### src/rtl/branch_update_ctrl_pkg.sv
// branch_update_ctrl_pkg: shared FSM encoding, FIFO entry layout and PC increment
package branch_update_ctrl_pkg;
    typedef enum logic {ST_IDLE, ST_RECOVER} bu_state_t;
    localparam int BU_ENTRY_W = 65;
    localparam logic [31:0] PC_INC = 32'd4;
    typedef struct packed {
        logic [31:0] pc;
        logic        taken;
        logic [31:0] target;
    } bu_entry_t;
endpackage

### src/rtl/branch_update_ctrl_sync_fifo.sv
// sync_fifo: single-clock FIFO with registered occupancy count
module sync_fifo #(
    parameter int W     = 8,
    parameter int DEPTH = 4
) (
    input  logic                   clock,
    input  logic                   reset,
    input  logic                   push,
    input  logic [W-1:0]           din,
    input  logic                   pop,
    output logic [W-1:0]           dout,
    output logic [$clog2(DEPTH):0] count,
    output logic                   full,
    output logic                   empty
);
    localparam int AW = $clog2(DEPTH);
    logic [W-1:0]  mem [DEPTH];
    logic [AW-1:0] wr_ptr, rd_ptr;
    logic          do_push, do_pop;
    assign do_push = push && !full;
    assign do_pop  = pop && !empty;
    assign full    = count == (AW+1)'(DEPTH);
    assign empty   = count == '0;
    assign dout    = mem[rd_ptr];
    always_ff @(posedge clock) begin
        if (!reset) begin
            wr_ptr <= '0;
            rd_ptr <= '0;
            count  <= '0;
        end else begin
            if (do_push) begin
                mem[wr_ptr] <= din;
                wr_ptr      <= wr_ptr + 1'b1;
            end
            if (do_pop) rd_ptr <= rd_ptr + 1'b1;
            count <= count + (AW+1)'(do_push) - (AW+1)'(do_pop);
        end
    end
endmodule

### src/rtl/branch_update_ctrl.sv
// branch_update_ctrl: buffers resolved-branch table updates, flushes and redirects on mispredict
module branch_update_ctrl
    import branch_update_ctrl_pkg::*;
#(
    parameter int DEPTH        = 4,
    parameter int FLUSH_CYCLES = 3,
    parameter int CNT_W        = 16
) (
    input  logic             clock,
    input  logic             reset,
    input  logic             ex_valid,
    input  logic [31:0]      ex_pc,
    input  logic             ex_taken,
    input  logic [31:0]      ex_target,
    input  logic             ex_pred_taken,
    input  logic [31:0]      ex_pred_target,
    output logic             ex_stall,
    input  logic             bt_hold,
    output logic             bt_write,
    output logic [31:0]      bt_pc_write,
    output logic             bt_branch_result,
    output logic [31:0]      bt_branch_address,
    output logic             flush,
    output logic             redirect_valid,
    output logic [31:0]      redirect_pc,
    output logic [CNT_W-1:0] branch_count,
    output logic [CNT_W-1:0] mispredict_count
);
    localparam int CW = $clog2(DEPTH) + 1;
    localparam int FW = $clog2(FLUSH_CYCLES + 1);
    bu_state_t     state_q, state_d;
    logic [FW-1:0] cnt_q, cnt_d;
    bu_entry_t     push_entry, head;
    logic [CW-1:0] fifo_count;
    logic          fifo_full, fifo_empty;
    logic          accept, mis, pop;
    assign accept     = ex_valid && !fifo_full && state_q == ST_IDLE;
    assign mis        = (ex_taken != ex_pred_taken) || (ex_taken && ex_target != ex_pred_target);
    assign pop        = !fifo_empty && !bt_hold;
    assign push_entry = '{pc: ex_pc, taken: ex_taken, target: ex_target};
    assign ex_stall   = fifo_count == CW'(DEPTH);
    sync_fifo #(.W(BU_ENTRY_W), .DEPTH(DEPTH)) u_fifo (
        .clock (clock),
        .reset (reset),
        .push  (accept),
        .din   (push_entry),
        .pop   (pop),
        .dout  (head),
        .count (fifo_count),
        .full  (fifo_full),
        .empty (fifo_empty)
    );
    // Buses read zero while empty so stale memory never shows after reset
    assign bt_write          = pop;
    assign bt_pc_write       = fifo_empty ? '0 : head.pc;
    assign bt_branch_result  = fifo_empty ? 1'b0 : head.taken;
    assign bt_branch_address = fifo_empty ? '0 : head.target;
    assign flush             = state_q == ST_RECOVER;
    assign redirect_valid    = flush && cnt_q == FW'(FLUSH_CYCLES - 1);
    always_comb begin
        state_d = state_q;
        cnt_d   = cnt_q;
        if (state_q == ST_IDLE) begin
            if (accept && mis) begin
                state_d = ST_RECOVER;
                cnt_d   = FW'(FLUSH_CYCLES - 1);
            end
        end else begin
            cnt_d   = cnt_q == '0 ? cnt_q : cnt_q - 1'b1;
            state_d = cnt_q == '0 ? ST_IDLE : ST_RECOVER;
        end
    end
    always_ff @(posedge clock) begin
        if (!reset) begin
            state_q          <= ST_IDLE;
            cnt_q            <= '0;
            redirect_pc      <= '0;
            branch_count     <= '0;
            mispredict_count <= '0;
        end else begin
            state_q <= state_d;
            cnt_q   <= cnt_d;
            if (accept && mis) redirect_pc <= ex_taken ? ex_target : ex_pc + PC_INC;
            if (accept && !(&branch_count)) branch_count <= branch_count + 1'b1;
            if (accept && mis && !(&mispredict_count)) mispredict_count <= mispredict_count + 1'b1;
        end
    end
endmodule

### config.mk
export PLATFORM = sky130hd
export DESIGN_NAME = branch_update_ctrl
export DESIGN_NICKNAME = d
export VERILOG_FILES = /design/src/rtl/branch_update_ctrl_pkg.sv /design/src/rtl/branch_update_ctrl_sync_fifo.sv /design/src/rtl/branch_update_ctrl.sv
export SDC_FILE = /design/constraint.sdc
export NUM_CORES = 1
export LEC_CHECK = 0
export BUFFER_PORTS_ARGS = -buffer_cell sky130_fd_sc_hd__buf_4
export CAP_MARGIN = 30
export CORE_UTILIZATION = 38
export CTS_BUF_LIST = sky130_fd_sc_hd__clkbuf_2
export CTS_CLUSTER_DIAMETER = 80
export DETAILED_ROUTE_END_ITERATION = 8
export PLACE_DENSITY = 0.65
export REMOVE_ABC_BUFFERS = 1
export SETUP_SLACK_MARGIN = 0.15
export SLEW_MARGIN = 20
export SYNTH_ARGS = -nofsm -noshare
export SYNTH_HDL_FRONTEND = slang
export SYNTH_SLANG_ARGS = --single-unit
### constraint.sdc
create_clock -name clock -period 3.3 [get_ports clock]
set_clock_uncertainty 0.2 [all_clocks]
set_input_delay 0.33 -clock clock [delete_from_list [all_inputs] [get_ports clock]]
set_output_delay 0.33 -clock clock [all_outputs]
set_load 0.03 [all_outputs]
==> flow_summary.json <==
{
  "status": "finished, final reports clean",
  "syn_area_um2": 14500,
  "cap_violations": 0,
  "synthCells": 971,
  "path_class": "in2reg",
  "synth_seq_cells": 336,
  "yosysTopAreaCell": "edfxtp_1",
  "p_sw_share_pct": 36.0,
  "p_sw_uw": 4440,
  "numCtsBuffers": 91,
  "grt-ovfl-total": 0,
  "rows": 71,
  "yosysTopAreaCellShare_pct": 53.8,
  "seq_power_share_pct": 40.4,
  "cts_buffer_depth": 3,
  "antenna_found_initial": 1,
  "cts_tree": "yes",
  "grt_pass1_vias": 10390,
  "utilization_pct": 52.0,
  "io_buffers": 234,
  "clkLatencyLatePin_ps": 960,
  "synth_ff_type": "edfxtp_1",
  "setup_slack_ps": 165,
  "htreeDepth": 3,
  "stdcell_area_um2": 19500,
  "cts-root-buf": "clkbuf_2",
  "fin_crit_sh_pct": 95.0,
  "drt_iter0_markers": 646,
  "pre_cts_ws_ps": 373,
  "most-common-layout-cells": "260 x edfxtp_1, 256 x buf_4, 146 x dlygate4sd3_1, 129 x clkbuf_2, 74 x dfxtp_1",
  "leakagePower_uw": 0.00715,
  "drcViolationCount": 0,
  "synth.distinct_cells": 60,
  "place_congestion": 0.825,
  "hold_viol": 0,
  "final_antenna_net_count": 0,
  "grt_use_total_pct": 21.9,
  "vias_per_cell": 5.15,
  "grt_max_degree": 66,
  "cts.clk_slew.worst_paths_ps": 110,
  "whs_ps": 118,
  "internal-power_uw": 7880,
  "drv_slew": 0,
  "comb_power_share_pct": 36.0,
  "start_kind": "input port",
  "final_cells": 2016,
  "fillers": 3227,
  "worst_pin_slew_ps": 773,
  "core_um2": 37600,
  "drive_gt1_share_pct": 33.8,
  "nets": 1547,
  "die_y_um": 197,
  "dieArea_um2": 39000,
  "hold_path_class": "in2reg",
  "place_inst": 1688,
  "power_density_nw_per_um2": 631,
  "num_vias": 10380,
  "firstDrtPassIters": 5,
  "crit_fanout": 38,
  "worstPathRequired_ps": 3920,
  "rsz0062_at_grt": "yes",
  "ir_worst_vdd_mv": 0.425,
  "initial_core_util_pct": 38.6,
  "routed_wl_um": 42800,
  "yosysWarnings": 0,
  "place_area_um2": 17000,
  "async_reset_ff_share_pct": 0,
  "setup-violations-final": 0,
  "synth.area.top_cells": "edfxtp_1 54%, dfxtp_1 10%, mux4_2 10%",
  "layout_min_cycle_time_ps": 3140,
  "hpwl_um": 25900,
  "worst_setup_path_end_kind": "flip-flop",
  "ys_seq_area_share_pct": 64.3,
  "cts_sinks": 336,
  "ios": 235,
  "area_growth_pct": 34.6,
  "clkPwrFrac_pct": 23.6,
  "final_common_cell": "edfxtp_1",
  "wire_per_inst_um": 21.2,
  "syn_area_per_cell_um2": 14.9,
  "die_x_um": 197,
  "fmax_mhz": 319,
  "synth_edf_count": 260,
  "grt_pass1_wl_um": 62300,
  "slew_headroom_pct": 48.4,
  "critical_path_arrival_ps": 3760
}
-- metrics by stage --
step	TNS, ps	total power, µW
after floorplan	-191010	7550
after global placement	0	9140
after detailed placement	0	9170
after CTS	0	12300
after global routing	0	12900
final	0	12300
-- repair_timing --
| item | 4_1_cts | 5_1_grt |
|---|---|---|
| hold buffers | 147 | 0 |
| resized for setup | 2 | 5 |
| hold endpoints to repair | 325 | 0 |
| buffers inserted | 4 | 9 |
| endpoints found under the setup margin | 65 | 66 |
| cloned | 0 | 3 |
-- per-layer routing --
metal | GRT usage (%) | up-vias | routed length (µm)
li1 | - | 4721 | -
met4 | 8.21 | 0 | 1180
met1 | 28.5 | 5127 | 18000
met2 | 33.8 | 456 | 19600
met3 | 7.32 | 76 | 4060
met5 | 0 | - | 0
-- synth_stat cells (all sizes together), types with 6 or more instances --
cell type / n
xor2: 36
dfxtp: 76
or4: 6
mux2i: 22
mux4: 65
clkbuf: 31
nor3: 6
nor2: 31
o21ai: 33
nor4: 18
xnor2: 40
and4: 7
buf: 20
and3: 15
edfxtp: 260
a21oi: 23
nand2: 55
ha: 11
nand2b: 14
o211ai: 6
nor2b: 67
o31ai: 10
nand3: 24
inv: 11
nand4: 32
-- critical path: stages --
cell	delay (ps)
dlygate4sd3_1	530
dlygate4sd3_1	560
buf_4	160
xnor2_1	150
nand4_1	210
or4_4	510
nor4_4	270
buf_12	260
o21ai_1	80
dlygate4sd3_1	560
a21oi_1	130
-- layout make-up --
cell class | count | area [µm²] | area share, %
Inverter | 14 | 56.3 | 0.288
Clock buffer | 129 | 646 | 3.31
Antenna cell | 1 | 2.50 | 0.0128
Timing Repair Buffer | 422 | 3790 | 19.4
Sequential cell | 336 | 9340 | 47.8
Multi-Input combinational cell | 568 | 4880 | 25.0
Clock inverter | 35 | 178 | 0.910
Tap cell | 511 | 639 | 3.27
-- power groups by stage --
stage / clock network [µW] / registers [µW] / logic, µW
finish: 2910 / 4980 / 4430
global route: 3230 / 5010 / 4700
CTS: 3010 / 5000 / 4290
detailed placement: 0 / 5140 / 4030
global placement: 0 / 5130 / 4010
floorplan: 0 / 5320 / 2230
-- path summary, 6_finish.rpt --
| check | start | to | slack (ps) | cells past startpoint |
|---|---|---|---|---|
| worst max-delay path | ex_target[4] | redirect_pc[6]$_SDFFE_PN0P_ | 160 | 11 |
| worst min-delay path | ex_target[11] | redirect_pc[11]$_SDFFE_PN0P_ | 120 | 4 |
| worst max register to register | u_fifo.count[1]$_SDFF_PN0_ | redirect_pc[6]$_SDFFE_PN0P_ | 480 | 8 |
| worst min register to register | redirect_pc[13]$_SDFFE_PN0P_ | redirect_pc[13]$_SDFFE_PN0P_ | 260 | 2 |
-- state kept, by name, indices dropped and copies added (netlist names), named ones only --
register	flops
u_fifo.count	3
branch_count	16
u_fifo.rd_ptr	2
cnt_q	2
u_fifo.wr_ptr	2
redirect_pc	32
u_fifo.mem	260
mispredict_count	16
flush	1
-- kinds of logic (layout without fill, tap and decap cells) --
group,count (synthesis),in the layout,share of synthesized area (%)
other,0,1,0
buffers and inverters,67,600,2.38
xor gates and xnor gates,76,76,4.64
DFF,336,336,64.3
and+or+nand+nor,288,288,11.3
muxes,87,87,11.6
adders and majority gates,12,12,1.09
AOI/OAI and AO/OA,105,105,4.72
Note: power is estimated with default switching activity, not from simulation.
